<file path="config.mk">
export PLATFORM = sky130hd
export DESIGN_NAME = prio_tree_pipe
export DESIGN_NICKNAME = d
export VERILOG_FILES = /design/src/rtl/prio_tree_pipe.sv
export SDC_FILE = /design/constraint.sdc
export NUM_CORES = 1
export LEC_CHECK = 0
export ABC_CLOCK_PERIOD_IN_PS = 3300
export CAP_MARGIN = 10
export CORE_MARGIN = 2
export CORE_UTILIZATION = 54
export CTS_BUF_LIST = sky130_fd_sc_hd__clkbuf_8
export DETAILED_ROUTE_END_ITERATION = 10
export GPL_TIMING_DRIVEN = 1
export PLACE_DENSITY_LB_ADDON = 0.3
export SKIP_CTS_REPAIR_TIMING = 1
export SLEW_MARGIN = 20
export SYNTH_ARGS = -nofsm -noshare
export SYNTH_HDL_FRONTEND = slang
export SYNTH_SLANG_ARGS = --single-unit
</file>
<file path="constraint.sdc">
create_clock -name clk -period 3.3 [get_ports clk]
set_input_delay 0.66 -clock clk [delete_from_list [all_inputs] [get_ports clk]]
set_output_delay 0.66 -clock clk [all_outputs]
set_load 0.005 [all_outputs]
</file>
<file path="src/rtl/prio_tree_pipe.sv">
// Interrupt arbitration core: per-source pending state feeding a pipelined
// max-priority comparison tree, with claim-based retirement of the reported winner.
module prio_tree_pipe #(
  parameter int unsigned INT_AMOUNT   = 8,
  parameter int unsigned PRIORITIES   = 4,
  parameter int unsigned STAGE_LEVELS = 2,
  localparam int unsigned PRIO_W = (PRIORITIES > 1) ? $clog2(PRIORITIES) : 1,
  localparam int unsigned ID_W   = $clog2(INT_AMOUNT)
) (
  input  logic                  clk,
  input  logic                  reset_n,
  input  logic [INT_AMOUNT-1:0] irq_i,
  input  logic [INT_AMOUNT-1:0] trig_edge_i,
  input  logic [INT_AMOUNT-1:0] enable_i,
  input  logic [PRIO_W-1:0]     prio_i [INT_AMOUNT],
  input  logic [PRIO_W-1:0]     threshold_i,
  input  logic                  claim_i,
  input  logic [ID_W-1:0]       claim_id_i,
  output logic                  out_valid_o,
  output logic [ID_W-1:0]       out_id_o,
  output logic [PRIO_W-1:0]     out_prio_o,
  output logic [INT_AMOUNT-1:0] pending_o
);

  localparam int unsigned LEVELS     = ID_W;
  localparam int unsigned NLEAF      = 2 ** LEVELS;
  localparam int unsigned PIPE_DEPTH = (LEVELS + STAGE_LEVELS - 1) / STAGE_LEVELS;

  logic [INT_AMOUNT-1:0] pending_q, pending_d;
  logic [INT_AMOUNT-1:0] irq_prev_q;

  logic              leaf_v  [NLEAF];
  logic [ID_W-1:0]   leaf_id [NLEAF];
  logic [PRIO_W-1:0] leaf_pr [NLEAF];

  logic              st_v_d  [PIPE_DEPTH][NLEAF];
  logic              st_v_q  [PIPE_DEPTH][NLEAF];
  logic [ID_W-1:0]   st_id_d [PIPE_DEPTH][NLEAF];
  logic [ID_W-1:0]   st_id_q [PIPE_DEPTH][NLEAF];
  logic [PRIO_W-1:0] st_pr_d [PIPE_DEPTH][NLEAF];
  logic [PRIO_W-1:0] st_pr_q [PIPE_DEPTH][NLEAF];

  logic [NLEAF-1:0]  pend_pad;

  // A new trigger takes precedence over a claim in the same cycle.
  always_comb begin
    pending_d = pending_q;
    for (int unsigned i = 0; i < INT_AMOUNT; i++) begin
      pending_d[i] = (trig_edge_i[i] ? (irq_i[i] & ~irq_prev_q[i]) : irq_i[i]) |
                     (pending_q[i] & ~(claim_i & (claim_id_i == ID_W'(i))));
    end
  end

  always_comb begin
    for (int unsigned k = 0; k < NLEAF; k++) begin
      leaf_v[k]  = 1'b0;
      leaf_id[k] = ID_W'(k);
      leaf_pr[k] = '0;
    end
    for (int unsigned k = 0; k < INT_AMOUNT; k++) begin
      leaf_v[k]  = pending_q[k] & enable_i[k] & (prio_i[k] > threshold_i);
      leaf_pr[k] = prio_i[k];
    end
  end

  // Each stage reduces STAGE_LEVELS tree levels in place; node k merges children 2k and 2k+1.
  always_comb begin : tree_comb
    logic              wv  [NLEAF];
    logic [ID_W-1:0]   wid [NLEAF];
    logic [PRIO_W-1:0] wpr [NLEAF];
    logic              take_r;
    int unsigned       width;
    width  = NLEAF;
    take_r = 1'b0;
    for (int unsigned s = 0; s < PIPE_DEPTH; s++) begin
      for (int unsigned k = 0; k < NLEAF; k++) begin
        if (s == 0) begin
          wv[k]  = leaf_v[k];
          wid[k] = leaf_id[k];
          wpr[k] = leaf_pr[k];
        end else begin
          wv[k]  = st_v_q[(s == 0) ? 0 : s - 1][k];
          wid[k] = st_id_q[(s == 0) ? 0 : s - 1][k];
          wpr[k] = st_pr_q[(s == 0) ? 0 : s - 1][k];
        end
      end
      for (int unsigned l = 0; l < STAGE_LEVELS; l++) begin
        if (s * STAGE_LEVELS + l < LEVELS) begin
          width = width / 2;
          for (int unsigned k = 0; k < NLEAF / 2; k++) begin
            if (k < width) begin
              take_r = wv[2*k+1] & (~wv[2*k] | (wpr[2*k+1] > wpr[2*k]));
              if (take_r) begin
                wv[k]  = 1'b1;
                wid[k] = wid[2*k+1];
                wpr[k] = wpr[2*k+1];
              end else if (wv[2*k]) begin
                wv[k]  = 1'b1;
                wid[k] = wid[2*k];
                wpr[k] = wpr[2*k];
              end else begin
                wv[k]  = 1'b0;
                wid[k] = '0;
                wpr[k] = '0;
              end
            end
          end
        end
      end
      for (int unsigned k = 0; k < NLEAF; k++) begin
        st_v_d[s][k]  = (k < width) ? wv[k]  : 1'b0;
        st_id_d[s][k] = (k < width) ? wid[k] : '0;
        st_pr_d[s][k] = (k < width) ? wpr[k] : '0;
      end
    end
  end

  always_ff @(posedge clk or negedge reset_n) begin
    if (!reset_n) begin
      pending_q  <= '0;
      irq_prev_q <= '0;
      for (int unsigned s = 0; s < PIPE_DEPTH; s++) begin
        for (int unsigned k = 0; k < NLEAF; k++) begin
          st_v_q[s][k]  <= 1'b0;
          st_id_q[s][k] <= '0;
          st_pr_q[s][k] <= '0;
        end
      end
    end else begin
      pending_q  <= pending_d;
      irq_prev_q <= irq_i;
      st_v_q     <= st_v_d;
      st_id_q    <= st_id_d;
      st_pr_q    <= st_pr_d;
    end
  end

  // Results still draining for a retired source are masked here.
  assign pend_pad    = NLEAF'(pending_q);
  assign out_id_o    = st_id_q[PIPE_DEPTH-1][0];
  assign out_prio_o  = st_pr_q[PIPE_DEPTH-1][0];
  assign out_valid_o = st_v_q[PIPE_DEPTH-1][0] & pend_pad[out_id_o] &
                       ~(claim_i & (claim_id_i == out_id_o));
  assign pending_o   = pending_q;

endmodule

</file>
# Yosys cells after proc, flatten, opt, wreduce, memory -nomap -nowiden
# Cells that the tools add are included.
# totals
ff_bits	34
output_inout_bits	14
word_cells	176
# op_classes
n_mux	51
eq_ne	8
order_cmp	16
n_reduce_logical	1
n_bitwise	89
# ops
op	count
bitwise AND 1 bit	50
greater-than comparator 2 bit	15
two-way mux 2 bit	15
two-way mux 3 bit	10
two-way mux 1 bit	25
inverter 1 bit	24
OR 1 bit	15
== test 3 bit (second input constant)	4
== test 3 x 2 -> 1 bit (second input constant)	2
less-than comparator 3 x 4 -> 1 bit (second input constant)	1
binary-select mux 1 bit (select 3 bit)	1
== test 3 x 1 -> 1 bit (second input constant)	1
== test 3 bit	1
zero test 3 bit	1

# Longest topological paths before layout
# depth
depth_word	10
mapped_depth	13

# Worst setup path after synthesis
# No wires, ideal clock.
# synth_timing
kind	input to register
start	input port threshold_i[1]
end	register st_id_q[45] (netlist name)
setup_slack_ns	0.289
setup_ns	0.125
path_buffers	0
arrival_time_ns	2.886
path_stages	12
cell_sequence	inv_1 > ha_1 > nor2b_1 > o2111a_1 > a21boi_2 > a22oi_1 > inv_1 > ha_1 > a21oi_1 > a21oi_1 > o22ai_4 > mux2_4
# synth_lines
element	line_no	rtl
start, declared	16	input logic [PRIO_W-1:0] threshold_i,
end signal, assigned	133	st_id_q <= st_id_d;
end, declared	39	logic [ID_W-1:0] st_id_q [PIPE_DEPTH][NLEAF];

==> summary.txt <==
Status
  – Result of the run: finished clean

Clock tree
  – Root buf cell: clkbuf_8
  – H-tree depth: 2
  – CTS Sinks: 33
  – TritonCTS clock tree: built
  – Clk slew on worst S/H paths: 0.07 ns
  – Clk buf depth: 2
  – CTS Buf Count: 5
  – Clock Latency Late Sink: 0.28 ns

Floorplan
  – Die H: 68.5 um
  – DIE AREA: 4700 um^2
  – Row cnt: 23
  – Die W: 68.5 um
  – Core area: 4000 um^2
  – Number of top-level pins: 62
  – Initial core utilization: 0.562

Setup path
  – Crit path cell chain: clkdlybuf4s50_1, inv_1, buf_4, ha_1, nor2b_2, o2111ai_1, a21oi_1, a22oi_1, inv_1, ha_1, inv_1, a21oi_4, a21oi_4, o22ai_4, mux2_4
  – Reg2Reg Depth: 10
  – Worst reg2reg path endpoint: st_id_q[45]
  – Most used cell, CP: inv_1
  – FF-to-FF Start: pending_o[2]
  – CP peak stage delay: 0.45 ns
  – Worst Path Buf+Inv: 5
  – Critical Path Sink Type: flop
  – Reg2Reg Setup Slack: 1.03 ns
  – Critical path arrival: 3.39 ns
  – Worst EP required: 3.47 ns
  – Critical path class: input pin to flop
  – Slowest stage cell, crit path: clkdlybuf4s50_1
  – Crit path max fanout: 4
  – Critical path launch point type: input pin
  – Crit path max-delay family: compound AO/OA/AOI/OAI gates

Timing
  – Total negative slack: 0 ns
  – Fin. max-slew vios: 0
  – Fmax: 310 MHz
  – Fin crit share: 0.977
  – Worst-margin pin slew: 0.578 ns
  – Crit path time final: 3.22 ns
  – Setup violators final: 0
  – WHS: 0.462 ns
  – Max-slew headroom: 0.614
  – Clock Skew: 0.00637 ns
  – Final Hold Vio Count: 0
  – Worst setup margin: 0.0754 ns

Power
  – Maximum VDD drop: 0.346 mV
  – Leak: 1.52 nW
  – PD cells: 415 nW/um^2
  – Post-layout power: 0.00138 W

Layout
  – Reg area: 826 um^2
  – Area of the multi-input gates: 1390 um^2
  – Final net count: 391
  – Layout cells sized above 1: 0.210
  – Fill cell count: 241
  – Post-route cell area: 3320 um^2
  – Area Overhead vs Synth: 47.6%
  – # diodes: 0

Drt
  – Vias: 2031
  – Drt drc: 0
  – Antenna-violating nets left: 0
  – DRT iter0 DRCs: 94
  – DRT Wirelength: 6010 um
  – 1st-pass router iterations: 4
  – Via/cell ratio: 5.58
  – Detailed-route wire length per cell: 16.5 um

Yosys
  – Ys async rst share: 1.00
  – Warnings from Yosys: 0
  – Post-synth top cells: 35 x nand2_1, 33 x dfrtp_1, 30 x ha_1
  – Synth Register Bits: 33
  – Top-count cell post-synth: nand2_1
  – EDFF count, synth: 0
  – Seq/Total Area, Yosys: 0.367
  – Most used DFF post-synth: dfrtp_1
  – Synth area leaders: dfrtp_1 37%, ha_1 17%, nand2_1 5.8%
  – Syn_nets: 300
  – Mean Syn Cell Area: 10.1 um^2
  – Mapped Area: 2250 um^2
  – Synth top area share: 0.367
  – Synth unique cells: 39
  – Area leader, netlist: dfrtp_1
  – Post-synthesis cell count: 222

Place
  – DPL Wire Length: 4340 um
  – Buffers added on ports: 61
  – Routability cong.: 0.877
  – Post-placement cell area: 3090 um^2
  – Setup WS pre-CTS: -0.246 ns

Global routing
  – Initial antenna violation count: 0
  – Vias in the first global route: 2109
  – First-pass GRT wire length: 9320 um
  – GRT overflow: 0
  – Gr usage total: 0.270
  – Largest net degree at the start of global routing: 34

Hold path
  – HP Start: st_id_q[43]
  – Hold Crit Endpoint: out_id_o[1]
  – Hold path depth: 2
  – Worst hold path class: flop to flop

Run
  – Max-cap viol count: 0
## state kept, by name (all words and copies together) (netlist names)
signal,cells
st_v_q,3
pending_o,8
st_id_q,5
out_prio_o,2
out_id_o,3
st_pr_q,4
irq_prev_q,8
## worst register-to-register path, stage by stage, from the launching register on
cell      delay [ns]
dfrtp_1         0.46
o2111a_2        0.28
a21boi_1        0.28
buf_4           0.16
a22oi_2         0.06
ha_1            0.22
inv_1           0.10
a21oi_4         0.06
a21oi_4         0.15
o22ai_4         0.10
mux2_4          0.30
## cell families (layout without fill, tap and decap cells)
| group | count (synthesis) | after routing | synth area share |
|---|---|---|---|
| AOI/OAI and AO/OA | 53 | 53 | 0.199 |
| xor gates and xnor gates | 3 | 3 | 0.0117 |
| adders and majority gates | 30 | 30 | 0.167 |
| buffers and inverters | 28 | 120 | 0.0551 |
| DFF | 33 | 33 | 0.367 |
| muxes | 8 | 8 | 0.0490 |
| and+or+nand+nor | 67 | 67 | 0.151 |
## power by group
| part | switching (W) | leakage [nW] | internal (W) | total, W |
|---|---|---|---|---|
| clock network | 0.000142 | 0.0626 | 0.000243 | 0.000385 |
| logic | 0.000216 | 1.07 | 0.000279 | 0.000494 |
| registers | 0.0000426 | 0.385 | 0.000454 | 0.000497 |
| total | 0.000400 | 1.52 | 0.000976 | 0.00138 |
## worst max path at each step
stage,start,to,cells after the start
2_1_floorplan,threshold_i[1],st_id_q[45],12
3_3_place_gp,threshold_i[1],st_id_q[45],13
3_5_place_dp,threshold_i[1],st_pr_q[29],14
4_1_cts,threshold_i[1],st_id_q[45],13
5_1_grt,threshold_i[1],st_id_q[45],15
6_report,threshold_i[1],st_id_q[45],15
## cell usage in the layout, fill, tap and decap left out, types with 3 or more instances in the layout
cell type / count
dfrtp_1: 33
nand3_1: 4
nor2_1: 4
ha_1: 28
a21oi_2: 3
nor2b_1: 12
o2111a_1: 5
nand2_1: 35
a22oi_2: 5
nor2b_4: 3
a22o_1: 8
a21oi_1: 3
xnor2_1: 3
clkdlybuf4s50_1: 61
mux2i_1: 5
o21ai_0: 8
inv_1: 23
buf_4: 26
o21a_1: 3
clkbuf_8: 6
## layer usage
layer,part of all wire,global-route usage,up-vias
li1,-,-,976
met1,0.39,0.309,973
met2,0.54,0.481,68
met3,0.043,0.0649,14
met4,0.028,0.108,0
met5,0,0,-
## area by class of cell
type | instances | share of cell area
clock buffers | 6 | 0.0249
clock inverters | 2 | 0.0102
inverters | 23 | 0.0260
multi-input cells | 161 | 0.419
flip-flops and latches | 33 | 0.249
well taps | 50 | 0.0189
repair buffers | 89 | 0.252
## metrics by stage
stage / utilization / cells
3_5_place_dp: 0.773 / 354
6_report: 0.830 / 364
2_1_floorplan: - / 222
3_3_place_gp: 0.773 / 354
4_1_cts: 0.802 / 362
5_1_grt: 0.830 / 364
(Power assumes the default switching activity.)
